<file path="src/rtl/lsu_mem_ctrl_pkg.sv">
// Shared definitions for the load/store controller: access size codes,
// FSM state encoding and the access legality check.
package lsu_mem_ctrl_pkg;

    localparam logic [1:0] LSU_SZ_B = 2'b00;
    localparam logic [1:0] LSU_SZ_H = 2'b01;
    localparam logic [1:0] LSU_SZ_W = 2'b10;

    typedef enum logic [1:0] {
        ST_IDLE = 2'd0,
        ST_LOAD = 2'd1,
        ST_RMW  = 2'd2,
        ST_RESP = 2'd3
    } lsu_state_e;

    // Reserved size, odd half address, or word address not on a 4-byte boundary.
    function automatic logic access_err(input logic [1:0] size, input logic [1:0] lane);
        return (size == 2'b11) ||
               (size == LSU_SZ_H && lane[0]) ||
               (size == LSU_SZ_W && lane != 2'b00);
    endfunction

endpackage

</file>
<file path="src/rtl/lsu_byte_lane.sv">
// Little-endian lane logic: merges sub-word store data into an old word and
// extracts/extends sub-word load data from a RAM word.
module lsu_byte_lane
    import lsu_mem_ctrl_pkg::*;
#(
    parameter int DW = 32
) (
    input  logic [DW-1:0] old_word,
    input  logic [DW-1:0] st_data,
    input  logic [1:0]    lane,
    input  logic [1:0]    size,
    input  logic          ld_unsigned,
    input  logic [DW-1:0] ld_word,
    output logic [DW-1:0] st_word,
    output logic [DW-1:0] ld_data
);

    logic [7:0]  ld_byte;
    logic [15:0] ld_half;

    always_comb begin
        st_word = old_word;
        case (size)
            LSU_SZ_B: st_word[{lane, 3'b000} +: 8]     = st_data[7:0];
            LSU_SZ_H: st_word[{lane[1], 4'b0000} +: 16] = st_data[15:0];
            LSU_SZ_W: st_word = st_data;
            default:  st_word = old_word;
        endcase
    end

    always_comb begin
        ld_byte = ld_word[{lane, 3'b000} +: 8];
        ld_half = ld_word[{lane[1], 4'b0000} +: 16];
        case (size)
            LSU_SZ_B: ld_data = {{(DW-8){~ld_unsigned & ld_byte[7]}}, ld_byte};
            LSU_SZ_H: ld_data = {{(DW-16){~ld_unsigned & ld_half[15]}}, ld_half};
            LSU_SZ_W: ld_data = ld_word;
            default:  ld_data = '0;
        endcase
    end

endmodule

</file>
<file path="src/rtl/lsu_mem_ctrl.sv">
// Load/store controller in front of a byte-enable-less dual-port RAM; sub-word
// stores are done as read-modify-write, loads are lane-extracted and extended.
module lsu_mem_ctrl
    import lsu_mem_ctrl_pkg::*;
#(
    parameter int DW = 32,
    parameter int AW = 12
) (
    input  logic          clk,
    input  logic          rst,
    input  logic          req_valid_i,
    output logic          req_ready_o,
    input  logic          req_we_i,
    input  logic [DW-1:0] req_addr_i,
    input  logic [1:0]    req_size_i,
    input  logic          req_unsigned_i,
    input  logic [DW-1:0] req_wdata_i,
    output logic          rsp_valid_o,
    output logic [DW-1:0] rsp_rdata_o,
    output logic          rsp_err_o,
    output logic          mem_w_en_o,
    output logic [AW-1:0] mem_w_addr_o,
    output logic [DW-1:0] mem_w_data_o,
    output logic          mem_r_en_o,
    output logic [AW-1:0] mem_r_addr_o,
    input  logic [DW-1:0] mem_r_data_i
);

    lsu_state_e    state, state_d;
    logic          accept;
    logic          req_err;
    logic [AW-1:0] req_word;
    logic [AW-1:0] addr_q;
    logic [1:0]    lane_q;
    logic [1:0]    size_q;
    logic          uns_q;
    logic [DW-1:0] wdata_q;
    logic [DW-1:0] merged;
    logic [DW-1:0] extracted;
    logic          unused_addr_hi;

    assign req_word       = req_addr_i[AW+1:2];
    assign unused_addr_hi = ^req_addr_i[DW-1:AW+2];
    assign req_ready_o    = rst && (state == ST_IDLE || state == ST_RESP);
    assign accept         = req_valid_i && req_ready_o;
    assign req_err        = access_err(req_size_i, req_addr_i[1:0]);

    // Both lane functions work on the latched request; RAM data arrives the cycle after accept.
    lsu_byte_lane #(.DW(DW)) u_lane (
        .old_word   (mem_r_data_i),
        .st_data    (wdata_q),
        .lane       (lane_q),
        .size       (size_q),
        .ld_unsigned(uns_q),
        .ld_word    (mem_r_data_i),
        .st_word    (merged),
        .ld_data    (extracted)
    );

    always_comb begin
        state_d      = state;
        mem_r_en_o   = 1'b0;
        mem_w_en_o   = 1'b0;
        mem_r_addr_o = req_word;
        mem_w_addr_o = req_word;
        mem_w_data_o = req_wdata_i;
        case (state)
            ST_IDLE, ST_RESP: begin
                state_d = ST_IDLE;
                if (accept) begin
                    if (req_err) begin
                        state_d = ST_RESP;
                    end else if (!req_we_i) begin
                        mem_r_en_o = 1'b1;
                        state_d    = ST_LOAD;
                    end else if (req_size_i == LSU_SZ_W) begin
                        mem_w_en_o = 1'b1;
                        state_d    = ST_RESP;
                    end else begin
                        mem_r_en_o = 1'b1;
                        state_d    = ST_RMW;
                    end
                end
            end
            ST_LOAD: state_d = ST_RESP;
            ST_RMW: begin
                mem_w_en_o   = 1'b1;
                mem_w_addr_o = addr_q;
                mem_w_data_o = merged;
                state_d      = ST_RESP;
            end
            default: state_d = ST_IDLE;
        endcase
    end

    always_ff @(posedge clk or negedge rst) begin
        if (!rst) begin
            state       <= ST_IDLE;
            rsp_valid_o <= 1'b0;
            rsp_err_o   <= 1'b0;
            rsp_rdata_o <= '0;
        end else begin
            state       <= state_d;
            rsp_valid_o <= (state_d == ST_RESP);
            rsp_err_o   <= accept && req_err;
            rsp_rdata_o <= (state == ST_LOAD) ? extracted : '0;
        end
    end

    // Request fields are captured once on accept; later input changes are ignored.
    always_ff @(posedge clk) begin
        if (accept) begin
            addr_q  <= req_word;
            lane_q  <= req_addr_i[1:0];
            size_q  <= req_size_i;
            uns_q   <= req_unsigned_i;
            wdata_q <= req_wdata_i;
        end
    end

endmodule

</file>
<file path="config.mk">
export PLATFORM = sky130hd
export DESIGN_NAME = lsu_mem_ctrl
export DESIGN_NICKNAME = d
export VERILOG_FILES = /design/src/rtl/lsu_mem_ctrl_pkg.sv /design/src/rtl/lsu_byte_lane.sv /design/src/rtl/lsu_mem_ctrl.sv
export SDC_FILE = /design/constraint.sdc
export NUM_CORES = 1
export LEC_CHECK = 0
export ABC_AREA = 1
export CORE_ASPECT_RATIO = 0.75
export CORE_MARGIN = 2
export CORE_UTILIZATION = 47
export DETAILED_ROUTE_END_ITERATION = 10
export MAX_ROUTING_LAYER = met4
export PLACE_DENSITY = 0.81
export SYNTH_ARGS = -nofsm -noshare
export SYNTH_HDL_FRONTEND = slang
export SYNTH_SLANG_ARGS = --single-unit
</file>
<file path="constraint.sdc">
create_clock -name clk -period 2.7 [get_ports clk]
set_input_delay 0.27 -clock clk [delete_from_list [all_inputs] [get_ports clk]]
set_output_delay 0.27 -clock clk [all_outputs]
set_load 0.01 [all_outputs]
</file>
==> results of run 1 <==
[synth_stat cells (all sizes together)]
master	instances
a21oi	53
dfrtp	36
nand2	407
clkbuf	13
o21ai	45
a22oi	8
nor2	102
nand3	49
buf	42
inv	94
clkinv	3
ha	7
o211ai	6
edfxtp	49
[worst max-delay path, cell delays in order, from the launching register on]
cell and delay, ns:
edfxtp_1 0.44, buf_4 0.15, ha_2 0.19, nand2_1 0.06
nor2_1 0.09, buf_4 0.17, nand2_1 0.07, nand2_1 0.09
nand2_1 0.06, nand2_1 0.06, nand2_1 0.06, nand2_1 0.06
clkdlybuf4s50_1 0.53
[per-layer routing]
metal / vias to the layer above / wire length [um]
li1: 3181 / -
met1: 2900 / 8570
met2: 326 / 8510
met3: 35 / 1970
met4: 0 / 351
met5: - / 0
[kinds of logic after synthesis]
logic type	Yosys count	synth area share, %
flops	85	39.4
compound gates	112	10.5
buf+inv	152	11.7
simple gates	558	36.9
fa+ha+maj	7	1.46
[per-stage QoR]
step	power, mW	util, %	setup TNS (ns)	hold slack [ns]
floorplan	3.54	-	0	-0.0256
finish	6.35	67.9	0	-0.0140
global route	6.78	67.9	-0.179	0.0265
CTS	6.34	66.6	-0.00854	0.00277
global placement	4.97	63.8	0	0.370
detailed placement	5.01	63.8	0	0.366
[power by group through the flow]
stage	Clock (mW)	Sequential (mW)	Combinational [mW]
3_5_place_dp	0	1.78	3.23
6_report	1.31	1.76	3.28
3_3_place_gp	0	1.78	3.19
5_1_grt	1.39	1.78	3.62
4_1_cts	1.32	1.76	3.26
2_1_floorplan	0	1.81	1.73
[final timing paths]
kind                                                   to  cells after the start                 from  slack, ns
worst max-delay path                     mem_w_data_o[27]                     12  lane_q[1]$_DFFE_PP_       0.06
worst min-delay path             rsp_rdata_o[4]$_DFF_PN0_                      2                  rst      -0.01
worst max register to register  rsp_rdata_o[10]$_DFF_PN0_                      9  size_q[1]$_DFFE_PP_       0.78
worst min register to register         state[1]$_DFF_PN0_                      4   state[1]$_DFF_PN0_       0.73
max in group asynchronous       rsp_rdata_o[21]$_DFF_PN0_                      2                  rst       2.41
min in group clk                    wdata_q[23]$_DFFE_PP_                      1      req_wdata_i[23]       0.51
[final cells by class]
type                            instances  area (um^2)  area share [%]
Inverter                               97          372            4.41
Sequential cell                        85         2370            28.2
Tap cell                              166          208            2.47
Timing Repair Buffer                  216         2140            25.5
Clock inverter                          4         32.5           0.386
Clock buffer                           12          289            3.43
Multi-Input combinational cell        677         3000            35.7
[cell usage in the layout (no fill, tap or decap), types with 2 or more instances in the layout]
cell             Yosys  layout
inv_1               87      83
clkinv_1             3       3
nand2_1            400     398
o211ai_1             6       6
inv_4                0       2
inv_2                6       9
dfrtp_1             36      36
nor2_8               2       2
a21oi_1             43      43
nor2_1              99      90
buf_12               0       2
nand3_1             48      48
inv_6                1       2
nor2_2               1       8
buf_6                6       2
buf_4               17      35
edfxtp_1            49      49
a22oi_1              8       8
nand2_4              2       3
dlymetal6s2s_1       0      21
ha_1                 7       5
clkdlybuf4s50_1      0     155
nand2_2              5       6
o21ai_0             45      45
a21oi_2             10      10
clkbuf_16            0      11
clkinv_4             0       2
nor2_4               0       2
[flip-flops by register name (all words and copies together), names as in the netlist]
name / cells
wdata_q: 32
lane_q: 2
state: 2
rsp_valid_o: 1
rsp_rdata_o: 32
uns_q: 1
rsp_err_o: 1
addr_q: 12
size_q: 2
[repair_timing]
| action | in CTS | in global routing |
|---|---|---|
| resized for setup | 4 | 39 |
| endpoints found under the setup margin | 24 | 32 |
| pin swaps | 1 | 1 |
| buffers inserted | 2 | 7 |
==> run summary, run 1 <==
Outcome: finished with violations
Number of global-route vias before repair: 5,879
Top Usage Layer GRT: met2
# rows: 35
I/O Pins: 196
Avg WL per Cell: 15.4 um
Highest Clock Rate: 0.379 GHz
Worst-Margin Slew: 0.861 ns
Routed via count: 6,442
# DRC: 0
Dpl ws: 0.219 ns
# port buffers: 177
Int Pwr: 3.84 mW
Synth unique cells: 25
First-pass GRT wire length: 30.2 mm
Fin crit share: 97.6%
Endpoints failing setup: 0
Share of layout cells above drive strength 1: 9.26%
Crit path required time: 2.43 ns
CTS clock-pin slew for the worst setup and hold paths: 0.06 ns
Final nets: 1,196
Final hold vios: 36
Setup ws final: 0.0635 ns
Sw Share: 39.5%
Clk Latency, worst-skew pair: 0.34 ns
GR Util met1: 39.7%
Worst setup EP type: output port
Final min period: 2.64 ns
HP Class: in -> async
Flop pwr share: 27.7%
CP Max Fanout: 7
Worst vdd ir: 0.000430 V
Final ANT Viol Nets: 0
Global Route met3 Usage: 7.44%
Worst EP arrival: 2.37 ns
Fill count: 1,086
HPWL after DPL: 14.3 mm
Cell Area, Synth: 6020 um^2
Post-synth top area share: 24.9%
Fin cells: 1,257
Max-slew headroom: 42.5%
Gpl congestion: 0.964
Pin count of the biggest net entering global routing: 41
YS warnings: 0
Final Skew: 0.00481 ns
DR iter-0 viols: 654
Maximum clock insertion buffer count: 2
Floorplan Core Area: 12,400 um^2
Total track usage: 29.1%
Number of buffers created by CTS: 9
Part of the power in the clock network: 20.6%
Starting Density: 48.6%
Unrepaired setup endpoints after global routing: yes
Cell Pwr Density: 754 nW/um^2
Gate power share: 51.7%
Largest area contributor in the netlist: nand2_1
Area delta synth->final: 39.9%
Maxcap violations: 0
Root buffer cell: clkbuf_16
Slew Limit Fails: 0
Full die area: 13,700 um^2
Routed wire length: 19.4 mm
CTS tree: built
# diodes: 0
Switching power: 2.51 mW
Die Y: 102 um
Area post-placement: 7910 um^2
Placed Cells: 1,232
Gate Count Post-Synth: 914
Syn Nets: 1,024
DRT Pass-1 Iters: 5
Synth Register Bits: 85
Crit Path Category: reg -> out
Failing checks: negative hold slack
Hold_buf cts: 0
Syn_area_per_cell: 6.58 um^2
Initial antenna violation count: 0
Area contributors post-synth: nand2_1, edfxtp_1, dfrtp_1
Vias per cell: 5.12
Die Width: 135 um
Clk sinks: 85
LEAKAGE: 4.32 nW
Grt total ovfl: 0
M2 GR Usage: 43.2%
Register area share after synthesis: 39.4%
Cell area after layout: 8420 um^2
CTS HTree Levels: 3
Worst Hold Slack: -0.0140 ns
Type of origin of the critical path: flip-flop
No activity file was read; power rests on OpenSTA's default activity.
==> inputs of run 2 (changes only) <==
--- a/config.mk
+++ b/config.mk
@@ -6,6 +6,7 @@
 export NUM_CORES = 1
 export LEC_CHECK = 0
 export ABC_AREA = 1
+export CAP_MARGIN = 20
 export CORE_ASPECT_RATIO = 0.75
 export CORE_MARGIN = 2
 export CORE_UTILIZATION = 47
==> results of run 2 <==
Final layout, timing and power as in run 1 (identical DEF).
